**src/rtl/i2c_pkg.sv**
```systemverilog
// Shared definitions for the I2C master: command one-hots, width defaults, controller states.
// Optional macro I2C_CTRL_ADDR16_EN widens the register address to 16 bits.
package i2c_pkg;

    localparam int unsigned CMD_WIDTH_DFLT  = 6;
    localparam int unsigned DATA_WIDTH_DFLT = 8;
    localparam int unsigned DEV_ADDR_W      = 7;

`ifdef I2C_CTRL_ADDR16_EN
    localparam int unsigned REG_ADDR_W = 16;
    localparam int unsigned STATE_W    = 4;
`else
    localparam int unsigned REG_ADDR_W = 8;
    localparam int unsigned STATE_W    = 3;
`endif

    // One-hot commands understood by i2c_bit_shift; several may be OR-ed together
    localparam logic [CMD_WIDTH_DFLT-1:0] CMD_WR    = 6'b000001;
    localparam logic [CMD_WIDTH_DFLT-1:0] CMD_START = 6'b000010;
    localparam logic [CMD_WIDTH_DFLT-1:0] CMD_RD    = 6'b000100;
    localparam logic [CMD_WIDTH_DFLT-1:0] CMD_STOP  = 6'b001000;
    localparam logic [CMD_WIDTH_DFLT-1:0] CMD_ACK   = 6'b010000;
    localparam logic [CMD_WIDTH_DFLT-1:0] CMD_NACK  = 6'b100000;

    typedef enum logic [STATE_W-1:0] {
        ST_IDLE,
        ST_WR_DEV,
`ifdef I2C_CTRL_ADDR16_EN
        ST_WR_REG_H,
`endif
        ST_WR_REG,
        ST_WR_DATA,
        ST_RD_DEV,
        ST_RD_DATA,
        ST_STOP_ERR,
        ST_DONE
    } i2c_state_e;

endpackage

```
**src/rtl/i2c_ctrl.sv**
```systemverilog
// Transaction-level I2C master: turns single-byte register write/read requests into
// byte commands for i2c_bit_shift. Macro I2C_CTRL_ADDR16_EN enables 16-bit register addresses.
module i2c_ctrl
    import i2c_pkg::*;
#(
    parameter int unsigned CMD_WIDTH  = CMD_WIDTH_DFLT,
    parameter int unsigned DATA_WIDTH = DATA_WIDTH_DFLT
) (
    input  logic                  clk,
    input  logic                  rst_n,
    input  logic                  wr_req,
    input  logic                  rd_req,
    input  logic [DEV_ADDR_W-1:0] dev_addr,
    input  logic [REG_ADDR_W-1:0] reg_addr,
    input  logic [DATA_WIDTH-1:0] wr_data,
    output logic [DATA_WIDTH-1:0] rd_data,
    output logic                  rw_done,
    output logic                  ack_err,
    output logic                  busy,
    output logic [CMD_WIDTH-1:0]  cmd,
    output logic                  work_en,
    output logic [DATA_WIDTH-1:0] tx_data,
    input  logic [DATA_WIDTH-1:0] rx_data,
    input  logic                  trans_done,
    input  logic                  ack_o
);

    i2c_state_e              r_state,   w_state_nxt;
    logic [CMD_WIDTH-1:0]    r_cmd,     w_cmd_nxt;
    logic [DATA_WIDTH-1:0]   r_tx,      w_tx_nxt;
    logic                    r_work_en, w_work_en_nxt;
    logic                    r_busy,    w_busy_nxt;
    logic                    r_rw_done, w_rw_done_nxt;
    logic                    r_ack_err, w_ack_err_nxt;
    logic [DATA_WIDTH-1:0]   r_rd_data, w_rd_data_nxt;
    logic [DEV_ADDR_W-1:0]   r_dev,     w_dev_nxt;
    logic [REG_ADDR_W-1:0]   r_reg,     w_reg_nxt;
    logic [DATA_WIDTH-1:0]   r_wdata,   w_wdata_nxt;
    logic                    r_is_rd,   w_is_rd_nxt;

    // State, registered outputs and request latches
    always_ff @(posedge clk or negedge rst_n) begin
        if (!rst_n) begin
            r_state   <= ST_IDLE;
            r_cmd     <= '0;
            r_tx      <= '0;
            r_work_en <= 1'b0;
            r_busy    <= 1'b0;
            r_rw_done <= 1'b0;
            r_ack_err <= 1'b0;
            r_rd_data <= '0;
            r_dev     <= '0;
            r_reg     <= '0;
            r_wdata   <= '0;
            r_is_rd   <= 1'b0;
        end else begin
            r_state   <= w_state_nxt;
            r_cmd     <= w_cmd_nxt;
            r_tx      <= w_tx_nxt;
            r_work_en <= w_work_en_nxt;
            r_busy    <= w_busy_nxt;
            r_rw_done <= w_rw_done_nxt;
            r_ack_err <= w_ack_err_nxt;
            r_rd_data <= w_rd_data_nxt;
            r_dev     <= w_dev_nxt;
            r_reg     <= w_reg_nxt;
            r_wdata   <= w_wdata_nxt;
            r_is_rd   <= w_is_rd_nxt;
        end
    end

    // Next state and next output values; a command is strobed on every entry into a command state
    always_comb begin
        w_state_nxt   = r_state;
        w_cmd_nxt     = r_cmd;
        w_tx_nxt      = r_tx;
        w_work_en_nxt = 1'b0;
        w_busy_nxt    = r_busy;
        w_rw_done_nxt = 1'b0;
        w_ack_err_nxt = r_ack_err;
        w_rd_data_nxt = r_rd_data;
        w_dev_nxt     = r_dev;
        w_reg_nxt     = r_reg;
        w_wdata_nxt   = r_wdata;
        w_is_rd_nxt   = r_is_rd;

        case (r_state)
            ST_IDLE: begin
                if (wr_req || rd_req) begin
                    w_dev_nxt     = dev_addr;
                    w_reg_nxt     = reg_addr;
                    w_wdata_nxt   = wr_data;
                    w_is_rd_nxt   = ~wr_req;
                    w_busy_nxt    = 1'b1;
                    w_ack_err_nxt = 1'b0;
                    w_state_nxt   = ST_WR_DEV;
                    w_work_en_nxt = 1'b1;
                    w_cmd_nxt     = CMD_WIDTH'(CMD_START | CMD_WR);
                    w_tx_nxt      = DATA_WIDTH'({dev_addr, 1'b0});
                end
            end
            ST_WR_DEV: begin
                if (trans_done) begin
                    w_work_en_nxt = 1'b1;
                    if (ack_o) begin
                        w_state_nxt = ST_STOP_ERR;
                        w_cmd_nxt   = CMD_WIDTH'(CMD_STOP);
                        w_tx_nxt    = '0;
                    end else begin
                        w_cmd_nxt   = CMD_WIDTH'(CMD_WR);
`ifdef I2C_CTRL_ADDR16_EN
                        w_state_nxt = ST_WR_REG_H;
                        w_tx_nxt    = DATA_WIDTH'(r_reg[15:8]);
`else
                        w_state_nxt = ST_WR_REG;
                        w_tx_nxt    = DATA_WIDTH'(r_reg[7:0]);
`endif
                    end
                end
            end
`ifdef I2C_CTRL_ADDR16_EN
            ST_WR_REG_H: begin
                if (trans_done) begin
                    w_work_en_nxt = 1'b1;
                    if (ack_o) begin
                        w_state_nxt = ST_STOP_ERR;
                        w_cmd_nxt   = CMD_WIDTH'(CMD_STOP);
                        w_tx_nxt    = '0;
                    end else begin
                        w_state_nxt = ST_WR_REG;
                        w_cmd_nxt   = CMD_WIDTH'(CMD_WR);
                        w_tx_nxt    = DATA_WIDTH'(r_reg[7:0]);
                    end
                end
            end
`endif
            ST_WR_REG: begin
                if (trans_done) begin
                    w_work_en_nxt = 1'b1;
                    if (ack_o) begin
                        w_state_nxt = ST_STOP_ERR;
                        w_cmd_nxt   = CMD_WIDTH'(CMD_STOP);
                        w_tx_nxt    = '0;
                    end else if (r_is_rd) begin
                        w_state_nxt = ST_RD_DEV;
                        w_cmd_nxt   = CMD_WIDTH'(CMD_START | CMD_WR);
                        w_tx_nxt    = DATA_WIDTH'({r_dev, 1'b1});
                    end else begin
                        w_state_nxt = ST_WR_DATA;
                        w_cmd_nxt   = CMD_WIDTH'(CMD_WR | CMD_STOP);
                        w_tx_nxt    = r_wdata;
                    end
                end
            end
            ST_WR_DATA: begin
                // STOP already travels with the data byte, so a NACK here needs no extra command
                if (trans_done) begin
                    w_state_nxt   = ST_DONE;
                    w_rw_done_nxt = 1'b1;
                    w_ack_err_nxt = ack_o;
                end
            end
            ST_RD_DEV: begin
                if (trans_done) begin
                    w_work_en_nxt = 1'b1;
                    if (ack_o) begin
                        w_state_nxt = ST_STOP_ERR;
                        w_cmd_nxt   = CMD_WIDTH'(CMD_STOP);
                        w_tx_nxt    = '0;
                    end else begin
                        w_state_nxt = ST_RD_DATA;
                        w_cmd_nxt   = CMD_WIDTH'(CMD_RD | CMD_NACK | CMD_STOP);
                        w_tx_nxt    = '0;
                    end
                end
            end
            ST_RD_DATA: begin
                if (trans_done) begin
                    w_state_nxt   = ST_DONE;
                    w_rw_done_nxt = 1'b1;
                    w_ack_err_nxt = 1'b0;
                    w_rd_data_nxt = rx_data;
                end
            end
            ST_STOP_ERR: begin
                if (trans_done) begin
                    w_state_nxt   = ST_DONE;
                    w_rw_done_nxt = 1'b1;
                    w_ack_err_nxt = 1'b1;
                end
            end
            ST_DONE: begin
                w_state_nxt = ST_IDLE;
                w_busy_nxt  = 1'b0;
                w_cmd_nxt   = '0;
                w_tx_nxt    = '0;
            end
            default: begin
                w_state_nxt = ST_IDLE;
            end
        endcase
    end

    assign rd_data = r_rd_data;
    assign rw_done = r_rw_done;
    assign ack_err = r_ack_err;
    assign busy    = r_busy;
    assign cmd     = r_cmd;
    assign work_en = r_work_en;
    assign tx_data = r_tx;

endmodule

```
**config.mk**
```make
export PLATFORM = sky130hd
export DESIGN_NAME = i2c_ctrl
export DESIGN_NICKNAME = d
export VERILOG_FILES = /design/src/rtl/i2c_pkg.sv /design/src/rtl/i2c_ctrl.sv
export SDC_FILE = /design/constraint.sdc
export NUM_CORES = 1
export LEC_CHECK = 0
export ABC_AREA = 1
export CAP_MARGIN = 10
export CORE_UTILIZATION = 45
export CTS_CLUSTER_DIAMETER = 80
export DETAILED_ROUTE_END_ITERATION = 8
export GPL_ROUTABILITY_DRIVEN = 0
export PLACE_DENSITY = 0.81
export RECOVER_POWER = 25
export SLEW_MARGIN = 20
export SYNTH_ARGS = -nofsm -noshare
export SYNTH_HDL_FRONTEND = slang
export SYNTH_SLANG_ARGS = --single-unit
export TNS_END_PERCENT = 30
```
**constraint.sdc**
```tcl
create_clock -name clk -period 4.5 [get_ports clk]
set_input_delay 0.675 -clock clk [delete_from_list [all_inputs] [get_ports clk]]
set_output_delay 0.675 -clock clk [all_outputs]
set_load 0.02 [all_outputs]
```
==> summary.txt <==
Clocking
  • CTS root buffer: clkbuf_8
  • TritonCTS clock tree: done
  • Hold-fix buffers, CTS: 0
  • Clock latency on the worst-skew pair: 0.31 ns
  • H-Tree Depth: 2
  • TritonCTS buffer count: 5
  • Clock-pin slew on the worst setup and hold paths: 0.09 ns
  • Sinks on Clock Net: 51
  • Post-CTS Setup Bufs: 0
  • Clock buffer depth: 2
  • CTS resizes: 0

Yosys
  • Synth area leader: dfrtp_1
  • Synth cell types: 32
  • Synthesized area: 2680 um2
  • Synth Area per Inst: 9.44 um2
  • Share of the synthesized area in the top cell type: 0.476
  • Yosys reg bits: 51
  • Adder-cell share of the synthesized area: 0.00747
  • Synth top area cells: dfrtp_1 48%, nand2_1 15%, mux2_4 7.8%
  • Syn. warnings: 0
  • Post-synth net total: 322
  • Mapped Cells: 284
  • Register area share after synthesis: 0.476
  • Simple-gate share of the synthesized area: 0.267
  • Mux share of post-synthesis cell area: 0.146
  • Synth Area in XOR/XNOR: 0
  • Synth Area in Compound Gates: 0.0345
  • Main combinational cell family by area after synthesis: simple AND/OR/NAND/NOR gates

Power and ir drop
  • Pleak: 1.63 nW
  • Max rail drop VDD: 316 uV
  • PD cells: 733 nW/um2

Worst setup path
  • Crit. End Element: register
  • Most used cell, CP: nand2_1
  • CP delay by family, top: adder cells
  • Peak per-stage delay on the critical path: 0.84 ns
  • CP arrival: 2.81 ns
  • Critical-path cell list: inv_2 > fa_1 > clkinv_1 > nand2_1 > nand2_1 > nand2_1 > nand2_1
  • Slowest cell on crit path: fa_1
  • Nature of the critical path startpoint: register
  • Worst-path fanout max: 11
  • Crit path kind: register to register
  • Worst Path Required: 4.70 ns
  • Crit path buf inv count: 2

STA
  • Crit share post-route: 0.580
  • Hold Fails Final Rpt: 0
  • Fin Clk Skew: 0.00988 ns
  • Final setup violation count: 0
  • RSZ-0062 raised after global routing: no
  • Worst-Margin Slew: 1.47 ns
  • Max Freq: 383 MHz
  • Max-Slew Margin vs Limit: 0.0169
  • Slew Viols, Final: 0
  • Min Clock Period, post-route: 2.61 ns
  • TNS Setup: 0 ns

Layout
  • Fillers: 502
  • Antenna cells: 0
  • Layout cells sized above 1: 0.159
  • Layout area overhead: 24.7%
  • Final Non-Filler Cells: 411
  • Most frequent cells in the layout: 105 x nand2_1, 60 x clkdlybuf4s50_1, 51 x dfrtp_1
  • Most common cell after layout, fill and taps aside: nand2_1
  • Core Util, Final: 0.596
  • Nets: 377

Drt
  • Wire per inst: 13.8 um
  • DR iter-0 viols: 221
  • Via Count: 2,096
  • Antenna Nets Post-Route: 0
  • Detailed Routing Iterations Pass 1: 4
  • Final wirelength: 5660 um
  • Routed vias/inst: 5.10
  • # DRC: 0

Floorplan
  • # IOs: 63
  • Rows: 27
  • Die width: 79.2 um
  • Core box area: 5610 um2
  • Initial Util: 0.478
  • Die Ht: 79.2 um
  • Die ar.: 6270 um2

Global routing
  • Largest net degree at the start of global routing: 30
  • Total gr overflow: 0
  • Global Route Usage Sum: 0.197
  • Initial antenna violation count: 0
  • Vias in the first global route: 2,058
  • First-pass GRT wire length: 9590 um

Job
  • MaxCap Viol Count: 0

Place
  • Final HPWL from detailed placement: 4130 um
  • Placed Cells: 404
  • I/O Buffers: 61

Hold path
  • Worst hold path class: register to register

Status
  • Status: finished, final reports clean
-- kinds of logic after synthesis --
kind of cell | Yosys count
buf+inv | 29
flops | 51
mux | 30
other cells | 1
simple gates | 157
compound gates | 15
fa+ha+maj | 1
-- per-layer routing --
layer,GRT usage,up-vias,share of wire
li1,-,1028,-
met1,0.249,1000,0.43
met2,0.341,61,0.51
met3,0.0356,7,0.049
met4,0.0618,0,0.010
met5,0,-,0
-- final cells by class --
class	count	area, um2	area share
sequential	51	1280	0.382
clock inverter	1	5.00	0.00150
clock buffer	6	82.6	0.0247
inverter	15	58.8	0.0176
tap	72	90.1	0.0270
timing repair buffer	62	608	0.182
multi-input combinational	204	1220	0.365
-- final timing paths --
check / start / to / slack [ns] / cells after the start
max in group asynchronous: rst_n / r_state[1]$_DFFE_PN0P_ / 1.97 / 2
hold / removal: tx_data[4]$_DFFE_PN0P_ / tx_data[4]$_DFFE_PN0P_ / 0.48 / 2
hold reg to reg: tx_data[4]$_DFFE_PN0P_ / tx_data[4]$_DFFE_PN0P_ / 0.48 / 2
setup reg to reg: r_state[1]$_DFFE_PN0P_ / tx_data[6]$_DFFE_PN0P_ / 1.89 / 7
setup / recovery: r_state[1]$_DFFE_PN0P_ / tx_data[6]$_DFFE_PN0P_ / 1.89 / 7
min in group asynchronous: rst_n / r_wdata[0]$_DFFE_PN0P_ / 0.59 / 1
-- worst min-delay path, cell delays in order (launching register included) --
cell,delay (ns)
dfrtp_1,0.35
nand2_1,0.05
nand2_1,0.05
-- where the power goes --
group / internal, W / total (W) / switching, W
Combinational: 0.000593 / 0.00132 / 0.000732
Clock: 0.000121 / 0.000267 / 0.000146
Sequential: 0.000678 / 0.000856 / 0.000178
Total: 0.00139 / 0.00245 / 0.00106
-- synthesized netlist by cell type, drive strengths merged --
| cell | instances |
|---|---|
| a31oi | 1 |
| nand2 | 106 |
| nand4 | 7 |
| nor2 | 18 |
| nand3 | 25 |
| inv | 14 |
| clkbuf | 2 |
| clkinv | 1 |
| buf | 12 |
| dfrtp | 51 |
| conb | 1 |
| mux2 | 30 |
| a211oi | 1 |
| o21ai | 9 |
| fa | 1 |
| o21bai | 1 |
| nand3b | 1 |
| a21oi | 3 |
-- metrics by stage --
stage	setup WS (ns)	instance area, um2	total power [W]	hold WS [ns]
final	1.89	3340	0.00245	0.483
after global routing	1.45	3340	0.00263	0.524
after CTS	1.93	3360	0.00246	0.340
after detailed placement	1.94	3270	0.00219	0.464
after global placement	1.96	3250	0.00216	0.467
after floorplan	2.69	2680	0.00183	0.379
No activity file was read; power rests on OpenSTA's default activity.
==> variant, RTL diff (config.mk and constraints unchanged) <==
Reset style: synchronous (`rst_n`), changed in one clocked block.
--- a/src/rtl/i2c_ctrl.sv
+++ b/src/rtl/i2c_ctrl.sv
@@ -39,7 +39,7 @@
     logic                    r_is_rd,   w_is_rd_nxt;
 
     // State, registered outputs and request latches
-    always_ff @(posedge clk or negedge rst_n) begin
+    always_ff @(posedge clk) begin
         if (!rst_n) begin
             r_state   <= ST_IDLE;
             r_cmd     <= '0;
Formal check against the unedited RTL: differs if rst_n is asserted again (counterexample within 4 cycles, from zero or initial values and one cycle with rst_n low); with rst_n held inactive, the same outputs for 10 cycles.
==> variant against the unedited design <==
  * Routed wire length rose by 3.4%
  * Area after synthesis fell by 9.9%
  * Via count rose by 20%
  * Die area fell by 9.6%
  * Sequential cell count did not move
  * Utilization rose by 1.6 points
  * Setup slack improved by 0.36 ns
  * Synthesized cell count rose by 33%
  * Clock skew rose by 0.0031 ns
  * Sequential share of layout area fell by 5.7 points
  * Total power fell by 21%
  * Design area fell by 6.0%
  * Fmax rose by 16%
  * Critical path type is now input port to flip-flop
  * Highest routed layer unchanged
==> variant: results <==
routing:
  dr_wl_met3_um: 292
  routed-wl-met2_um: 2830
  drt_pre_antenna_iters: 5
  number_of_vias_after_detailed_routing: 2508
  top_layer_used: "met4"
  detailedRoute.firstIterationViolations: 112
  route.detailed.wl_per_inst_um: 11.7
  wl_met1_um: 2580
hold_path:
  hold-path-endpoint: "ack_err"
  hold_path.class: "flip-flop to flip-flop"
  timing.hold.worst.start: "ack_err"
logic_synthesis:
  syn-num-nets: 415
  post_synth_inst_count: 377
  ys_async_sr_fraction_pct: 0
  share_of_the_yosys_chip_area_belonging_to_registers_pct: 42.3
  yosysWarningCount: 0
  synthTopCellsByArea: "dfxtp_1 (42%), nor2_1 (16%), nand2_1 (15%), o21ai_0 (6.8%), nand3_1 (5.0%)"
  synthDistinctLibCells: 21
  post_synth_most_frequent_cells: "nor2_1 (100), nand2_1 (99), dfxtp_1 (51), o21ai_0 (33), nand3_1 (24)"
  synthDominantCellAreaShare_pct: 42.3
global_routing:
  global_route.usage.met3_pct: 3.88
  grt_max_degree: 34
  grt_pass1_vias: 2391
  grtUsageMet1_pct: 27.6
  grt_pass1_wl_um: 9940
  groute.usage.overall_pct: 22.8
  grt.met2_usage_pct: 39.1
worst_setup_path:
  crit_type: "input port to flip-flop"
  worstReg2RegStart: "r_state[2]"
  crit_path_top_delay_cell: "inv_1"
  reg2regPathDepth: 7
  worstSetupStartpoint: "rd_req"
  crit_path_max_incr_delay_ns: 0.60
  signal_arrival_time_at_the_worst_endpoint_ns: 2.48
  peak_fanout_along_the_critical_path: 26
  rrSetupSlack_ns: 2.30
  cpLargestDelayFamily: "buffers and inverters"
  regToRegEndpoint: "r_wdata[0]"
placement:
  dpl_worst_slack_ns: 1.96
  buffer_ports.inserted: 61
  dpl.hpwl_um: 4190
  dpl_cell_area_sq_mm: 0.00305
  placed_cells: 493
outcome:
  result_of_the_run: "finished, final reports clean"
power:
  max-vdd-ir-drop_uv: 277
  p_leak_nw: 1.47
final_layout:
  drive_above_1_share_pct: 4.64
  stdcell_count: 501
  num-nets-final: 468
sta:
  worst_pin_slew_ns: 0.964
  post-route-period-util_pct: 50.0
  hold_slack_ns: 0.460
  setup-violations-final: 0
  finalClockSkew_ns: 0.0130
cts:
  tritoncts.num_buffers: 5
  path_clk_slew_ns: 0.10
  clock_tree.root_cell: "clkbuf_8"
  cts.htree.levels: 2
  cts_setup_buffers: 0
[variant: cell families (layout without fill, tap and decap cells)]
logic type                 after synthesis  count (layout)  share of synthesized area (%)
other                                    1               1                          0.155
AOI/OAI and AO/OA                       44              44                           9.22
buffers and inverters                   43              97                           7.35
DFF                                     51              51                           42.3
and+or+nand+nor                        237             237                           40.2
adders and majority gates                1               1                          0.829
[variant: power by group]
part	internal [W]	switching, W	leakage [nW]
registers	0.000598	0.000104	0.421
logic	0.000346	0.000612	1.01
clock network	0.000112	0.000157	0.0418
[variant: final cells by class]
| type | instances | area (sq um) |
|---|---|---|
| Fill cell | 512 | 2000 |
| Tap cell | 70 | 87.6 |
| Multi-Input combinational cell | 283 | 1220 |
| Clock inverter | 2 | 16.3 |
| Clock buffer | 6 | 72.6 |
| Inverter | 26 | 97.6 |
| Sequential cell | 51 | 1020 |
| Timing Repair Buffer | 63 | 626 |
